File: src/rtl/bec_pkg.sv
// Shared types and constants for the burst-error channel model.
//   bec_mode_e  : error-injection mode (shadow config)
//   bec_state_e : per-lane Gilbert chain state
//   bec_cfg_t   : shadow configuration payload handed to every lane
//   CNT_W/PC_W  : statistics counter width / per-cycle popcount width
package bec_pkg;

  localparam int unsigned CNT_W = 48;
  // Popcount of up to 16 lanes.
  localparam int unsigned PC_W  = 5;

  typedef enum logic [1:0] {
    BEC_BYPASS = 2'd0,
    BEC_ALT    = 2'd1,
    BEC_RAND   = 2'd2,
    BEC_PLUS1  = 2'd3
  } bec_mode_e;

  typedef enum logic {
    BEC_GOOD  = 1'b0,
    BEC_BURST = 1'b1
  } bec_state_e;

  typedef struct packed {
    bec_mode_e   mode;
    logic [63:0] rser;
    logic [63:0] epf;
  } bec_cfg_t;

  // Saturating accumulate; the extra sum bit flags overflow past 2^CNT_W-1.
  function automatic logic [CNT_W-1:0] cnt_sat_add(input logic [CNT_W-1:0] cnt,
                                                   input logic [PC_W-1:0]  inc);
    logic [CNT_W:0] sum;
    sum = {1'b0, cnt} + (CNT_W+1)'(inc);
    return sum[CNT_W] ? '1 : sum[CNT_W-1:0];
  endfunction

endpackage

File: src/rtl/bec_lane.sv
// One channel lane: 64-bit combined-Tausworthe URNG, GOOD/BURST Markov chain
// and symbol error arithmetic.
//   clk, rst          clock, synchronous active-high reset
//   en                advance: consume sym_in, step URNG and chain
//   sym_in            input symbol
//   cfg               shadow configuration (mode, rser, epf)
//   seed0/1/2         URNG component seeds, loaded on reset
//   sym_out, err      registered output symbol / corrupted flag
//   err_ev_c          this cycle's symbol is being corrupted
//   burst_ev_c        this cycle enters a burst
module bec_lane
  import bec_pkg::*;
#(
  parameter int unsigned SYM_W  = 2,
  parameter bit          SAT_EN = 1'b0
) (
  input  logic             clk,
  input  logic             rst,
  input  logic             en,
  input  logic [SYM_W-1:0] sym_in,
  input  bec_cfg_t         cfg,
  input  logic [63:0]      seed0,
  input  logic [63:0]      seed1,
  input  logic [63:0]      seed2,
  output logic [SYM_W-1:0] sym_out,
  output logic             err,
  output logic             err_ev_c,
  output logic             burst_ev_c
);

  localparam logic [SYM_W-1:0] SYM_MAX = '1;

  logic [63:0] s1, s2, s3;
  logic [63:0] s1_nxt_c, s2_nxt_c, s3_nxt_c;
  logic [63:0] rnd_c;
  bec_state_e  state;
  logic        err_sign;
  logic        plus_c;
  logic [SYM_W-1:0] sym_plus_c, sym_minus_c, sym_err_c;

  // Three Tausworthe components (lfsr258 components 1..3), XOR-combined.
  always_comb begin
    s1_nxt_c = ((s1 & 64'hFFFF_FFFF_FFFF_FFFE) << 10) ^ (((s1 << 1)  ^ s1) >> 53);
    s2_nxt_c = ((s2 & 64'hFFFF_FFFF_FFFF_FE00) << 5)  ^ (((s2 << 24) ^ s2) >> 50);
    s3_nxt_c = ((s3 & 64'hFFFF_FFFF_FFFF_F000) << 29) ^ (((s3 << 3)  ^ s3) >> 23);
    rnd_c    = s1 ^ s2 ^ s3;
  end

  // Error direction and +/-1 arithmetic (wrap or clamp).
  always_comb begin
    plus_c = 1'b1;
    case (cfg.mode)
      BEC_ALT:  plus_c = ~err_sign;
      BEC_RAND: plus_c = rnd_c[0];
      default:  plus_c = 1'b1;
    endcase
    sym_plus_c  = (SAT_EN && sym_in == SYM_MAX) ? sym_in : sym_in + SYM_W'(1);
    sym_minus_c = (SAT_EN && sym_in == '0)      ? sym_in : sym_in - SYM_W'(1);
    sym_err_c   = plus_c ? sym_plus_c : sym_minus_c;
  end

  // Same-cycle events feeding the aggregate statistics.
  always_comb begin
    err_ev_c   = en && (cfg.mode != BEC_BYPASS) && (state == BEC_BURST);
    burst_ev_c = en && (cfg.mode != BEC_BYPASS) && (state == BEC_GOOD) && (rnd_c < cfg.rser);
  end

  // Chain state, URNG state and registered outputs.
  always_ff @(posedge clk) begin
    if (rst) begin
      s1       <= seed0;
      s2       <= seed1;
      s3       <= seed2;
      state    <= BEC_GOOD;
      err_sign <= 1'b0;
      sym_out  <= '0;
      err      <= 1'b0;
    end else if (en) begin
      s1 <= s1_nxt_c;
      s2 <= s2_nxt_c;
      s3 <= s3_nxt_c;
      if (cfg.mode == BEC_BYPASS) begin
        sym_out <= sym_in;
        err     <= 1'b0;
        state   <= BEC_GOOD;
      end else begin
        case (state)
          BEC_GOOD: begin
            sym_out <= sym_in;
            err     <= 1'b0;
            // The error lands on the following symbol.
            if (rnd_c < cfg.rser) state <= BEC_BURST;
          end
          default: begin
            sym_out <= sym_err_c;
            err     <= 1'b1;
            if (cfg.mode == BEC_ALT) err_sign <= ~err_sign;
            if (rnd_c >= cfg.epf)   state    <= BEC_GOOD;
          end
        endcase
      end
    end
  end

endmodule

File: src/rtl/burst_err_channel_mc.sv
// Multi-lane Gilbert burst-error channel placed between symbol source and
// decoder. Holds the shadow configuration, the lane array, and aggregate
// error statistics.
//   clk, rst                 clock, synchronous active-high reset
//   en                       consume sym_in and step every lane
//   sym_in / sym_out         LANES*SYM_W symbols, lane i at [i*SYM_W +: SYM_W]
//   cfg_ld, cfg_mode,
//   cfg_rser, cfg_epf        shadow config load (used from the next cycle)
//   rng_seed0/1/2            URNG seeds, lane i uses seed ^ SEED_BASE*(i+1)
//   valid, err_mask          output valid / per-lane corrupted flags
//   err_sym_cnt, burst_cnt   saturating statistics
// Build option: BEC_STATS_EN enables the statistics counters; without it
// both counters read 0.
module burst_err_channel_mc
  import bec_pkg::*;
#(
  parameter int unsigned LANES     = 4,
  parameter int unsigned SYM_W     = 2,
  parameter bit          SAT_EN    = 1'b0,
  parameter logic [63:0] SEED_BASE = 64'h9372_85FF_3748_6972
) (
  input  logic                   clk,
  input  logic                   rst,
  input  logic                   en,
  input  logic [LANES*SYM_W-1:0] sym_in,
  input  logic                   cfg_ld,
  input  logic [1:0]             cfg_mode,
  input  logic [63:0]            cfg_rser,
  input  logic [63:0]            cfg_epf,
  input  logic [63:0]            rng_seed0,
  input  logic [63:0]            rng_seed1,
  input  logic [63:0]            rng_seed2,
  output logic [LANES*SYM_W-1:0] sym_out,
  output logic                   valid,
  output logic [LANES-1:0]       err_mask,
  output logic [CNT_W-1:0]       err_sym_cnt,
  output logic [CNT_W-1:0]       burst_cnt
);

  bec_cfg_t         cfg;
  logic [LANES-1:0] err_ev;
  logic [LANES-1:0] burst_ev;

  // Shadow configuration; the cycle carrying cfg_ld still sees the old value.
  always_ff @(posedge clk) begin
    if (rst) begin
      cfg   <= '{mode: BEC_BYPASS, rser: '0, epf: '0};
      valid <= 1'b0;
    end else begin
      if (cfg_ld) cfg <= '{mode: bec_mode_e'(cfg_mode), rser: cfg_rser, epf: cfg_epf};
      valid <= en;
    end
  end

  for (genvar i = 0; i < LANES; i++) begin : g_lane
    bec_lane #(
      .SYM_W  (SYM_W),
      .SAT_EN (SAT_EN)
    ) u_lane (
      .clk        (clk),
      .rst        (rst),
      .en         (en),
      .sym_in     (sym_in[i*SYM_W +: SYM_W]),
      .cfg        (cfg),
      .seed0      (rng_seed0 ^ (SEED_BASE * 64'(i + 1))),
      .seed1      (rng_seed1 ^ (SEED_BASE * 64'(i + 1))),
      .seed2      (rng_seed2 ^ (SEED_BASE * 64'(i + 1))),
      .sym_out    (sym_out[i*SYM_W +: SYM_W]),
      .err        (err_mask[i]),
      .err_ev_c   (err_ev[i]),
      .burst_ev_c (burst_ev[i])
    );
  end

`ifdef BEC_STATS_EN
  logic [PC_W-1:0] err_pc_c, burst_pc_c;

  // Same-cycle event popcounts across lanes.
  always_comb begin
    err_pc_c   = '0;
    burst_pc_c = '0;
    for (int i = 0; i < LANES; i++) begin
      err_pc_c   = err_pc_c   + PC_W'(err_ev[i]);
      burst_pc_c = burst_pc_c + PC_W'(burst_ev[i]);
    end
  end

  // Saturating statistics counters.
  always_ff @(posedge clk) begin
    if (rst) begin
      err_sym_cnt <= '0;
      burst_cnt   <= '0;
    end else begin
      err_sym_cnt <= cnt_sat_add(err_sym_cnt, err_pc_c);
      burst_cnt   <= cnt_sat_add(burst_cnt, burst_pc_c);
    end
  end
`else
  logic unused_ev;
  assign unused_ev   = ^{err_ev, burst_ev};
  assign err_sym_cnt = '0;
  assign burst_cnt   = '0;
`endif

endmodule

File: config.mk
export PLATFORM = sky130hd
export DESIGN_NAME = burst_err_channel_mc
export DESIGN_NICKNAME = d
export VERILOG_FILES = /design/src/rtl/bec_pkg.sv /design/src/rtl/bec_lane.sv /design/src/rtl/burst_err_channel_mc.sv
export SDC_FILE = /design/constraint.sdc
export NUM_CORES = 2
export LEC_CHECK = 0
export CORE_MARGIN = 3
export CORE_UTILIZATION = 61
export CTS_BUF_LIST = sky130_fd_sc_hd__clkbuf_8
export DETAILED_ROUTE_END_ITERATION = 16
export GPL_TIMING_DRIVEN = 0
export PLACE_DENSITY_LB_ADDON = 0.2
export SYNTH_ARGS = -nofsm -noshare
export SYNTH_HDL_FRONTEND = slang
export SYNTH_HIERARCHICAL = 1
export SYNTH_SLANG_ARGS = --single-unit
File: constraint.sdc
create_clock -name clk -period 14.01 [get_ports clk]
set_clock_uncertainty 0.1 [all_clocks]
set_input_delay 4.203 -clock clk [delete_from_list [all_inputs] [get_ports clk]]
set_output_delay 4.203 -clock clk [all_outputs]
set_load 0.01 [all_outputs]
==> flow_summary.toml <==
[global_route]
use_met2 = 0.709
globalRouteTotalUtil = 0.538
antenna_found_initial = 26
grt_start_max_net_pins = 105
grt.met3_usage = 0.295
grt_pass1_wl_um = 357000
vias_in_the_first_global_route = 44146
grt-busiest-layer = "met2"
global_routing_met1_resource_utilization = 0.644
globalRouteOverflowTotal = 0

[finish]
flow.area_growth_from_synthesis_pct = 14.9
drive_gt1_frac = 0.139
design_area_mm2 = 0.0670
layout.nets = 6790
num-fill-cells = 6657

[worst_setup_path]
critical_path_class = "input pin to flop"
worst_path_largest_cell_delay_ns = 1.37
setup.worst_path.end_class = "flop"
timing.critical_path.required_ns = 14.51
path_cells = "clkdlybuf4s50_1 -> clkbuf_1 -> buf_1 -> clkbuf_1 -> nand2_1 -> o21ai_0"
buffering_stage_count_on_the_worst_path_with_inverters_included = 4
cpLargestDelayFamily = "buffers and inverters"
worst_path_most_repeated_cell = "sky130_fd_sc_hd__clkbuf_1"
arrival_ns = 8.89
slowest_stage = "sky130_fd_sc_hd__clkdlybuf4s50_1"
critPathLaunchType = "input pin"
crit_path_max_fanout = 14

[placement]
port_buffers = 345
placed_cell_area_mm2 = 0.0641
routabilityCongestion = 1.17
dp.final_hpwl_um = 220000

[synthesis]
synthesis.area_per_instance_um2 = 10.9
postSynthCellCount = 5325
synthesis.yosys.warnings = 6
syn_area_mm2 = 0.0583

[timing]
hold_violations = 0
grt_setup_unrepaired = "false"
min_period_over_period = 0.599
final_max_slew_viols = 17
fin_tns_setup_ns = 0
report.final.setup_viol = 0
finalHoldWorstSlack_ns = 0.384
timing.max_slew.rel_slack = -0.128
worstMarginPinSlew_ns = 1.67
fmax_mhz = 119
final_period_minus_worst_setup_slack_ns = 8.39

[cts]
cts.clk_slew.worst_paths_ns = 0.06
post_cts_hold_buffer_count = 0
numClockSinks = 919
clock_insertion_delay_at_the_later_pin_of_the_skew_report_ns = 0.92
tritoncts = "done"
cts_resized = 0
htreeDepth = 4
cts_setup_buffers = 0
clock_tree_root_buffer_cell = "sky130_fd_sc_hd__clkbuf_8"
cts_max_path_buffers = 3
numCtsBuffers = 152

[outcome]
failed_checks = "capacitance limit, slew limit"
run_status = "complete, but fails checks"

[drt]
route.detailed.drc = 0
vias_per_cell = 6.64
routed_len_inst_um = 37.3
dr.pass1.iters = 9
first_iter_violations = 9221
routed_wl_um = 273000
dr_total_vias = 48689
final_antenna_net_count = 0

[power_and_ir_drop]
power.total_mw = 9.79
worst_ir_drop_vdd_v = 0.000119
power.static_leakage_nw = 26.2
pwr_density_cell_mw_per_mm2 = 146

[die]
design.core.area_mm2 = 0.0940
effective_utilization_at_floorplan = 0.620
die_wd_um = 315
core.rowCount = 112
io_pins = 443
floorplan.die_area_mm2 = 0.0993
die_height_um = 315

[job]
cap_violations = 5

[min_path]
timing.hold.worst.class = "flop to flop"
[area by class of cell]
class	instances	area, um2	area share
Antenna cell	23	57.6	0.000859
Multi-Input combinational cell	3544	28500	0.425
Sequential cell	919	26100	0.389
Buffer	242	1480	0.0220
Inverter	715	2690	0.0402
Clock buffer	158	2170	0.0325
Clock inverter	111	667	0.00995
Timing Repair Buffer	362	3810	0.0569
Tap cell	1254	1570	0.0234
[per-layer routing]
metal / vias up / share of wire
li1: 19553 / -
met1: 23144 / 0.33
met2: 4867 / 0.38
met3: 1117 / 0.19
met4: 8 / 0.099
met5: - / 0.00068
[where the power goes]
group          switching [mW]  internal (mW)
sequential              0.591           3.36
combinational            2.16           1.34
clock                    1.23           1.11
[stage by stage]
stage                      util  worst slack [ns]  instances
after detailed placement  0.682              5.26       7035
final                     0.713              5.62       7328
after global placement    0.677             0.729       7019
after global routing      0.712              6.03       7309
after floorplan               -              5.12       5420
after CTS                 0.712              6.20       7304
[tightest hold or removal path: stages, from the launching register on]
cell and delay [ns]:
sky130_fd_sc_hd__dfxtp_1 0.31, sky130_fd_sc_hd__nor2_1 0.08, sky130_fd_sc_hd__a211oi_1 0.05
[sequential cells by signal, summed over array words and instances, names as in the netlist]
name and flops:
g_lane.u_lane/err_sign 4, g_lane.u_lane/s1 256, cfg 130, g_lane.u_lane/err 4, g_lane.u_lane/s2 256, g_lane.u_lane/sym_out 8, g_lane.u_lane/s3 256, g_lane.u_lane/state 4
valid 1
[cell usage in the layout, fill, tap and decap left out, types with 72 or more instances in the layout]
cell type,n
sky130_fd_sc_hd__mux2_2,496
sky130_fd_sc_hd__a21oi_1,158
sky130_fd_sc_hd__mux2i_1,130
sky130_fd_sc_hd__nand2_1,379
sky130_fd_sc_hd__xnor2_1,776
sky130_fd_sc_hd__clkbuf_8,158
sky130_fd_sc_hd__clkdlybuf4s50_1,345
sky130_fd_sc_hd__clkbuf_1,114
sky130_fd_sc_hd__nand4_1,72
sky130_fd_sc_hd__edfxtp_1,768
sky130_fd_sc_hd__conb_1,96
sky130_fd_sc_hd__dfxtp_1,151
sky130_fd_sc_hd__ha_1,520
sky130_fd_sc_hd__buf_4,103
sky130_fd_sc_hd__o21ai_0,340
sky130_fd_sc_hd__nor2_1,212
sky130_fd_sc_hd__inv_1,771
[final timing paths]
path / start / end / slack, ns / cells after the start
setup / recovery: rst / g_lane[3].u_lane/s2[11] / 5.62 / 6
hold / removal: g_lane[2].u_lane/sym_out[1] / g_lane[2].u_lane/sym_out[1] / 0.38 / 2
hold reg to reg: g_lane[2].u_lane/sym_out[1] / g_lane[2].u_lane/sym_out[1] / 0.38 / 2
setup reg to reg: g_lane[0].u_lane/s2[31] / g_lane[0].u_lane/state / 8.39 / 11
Power figures use the tool's default switching activity.
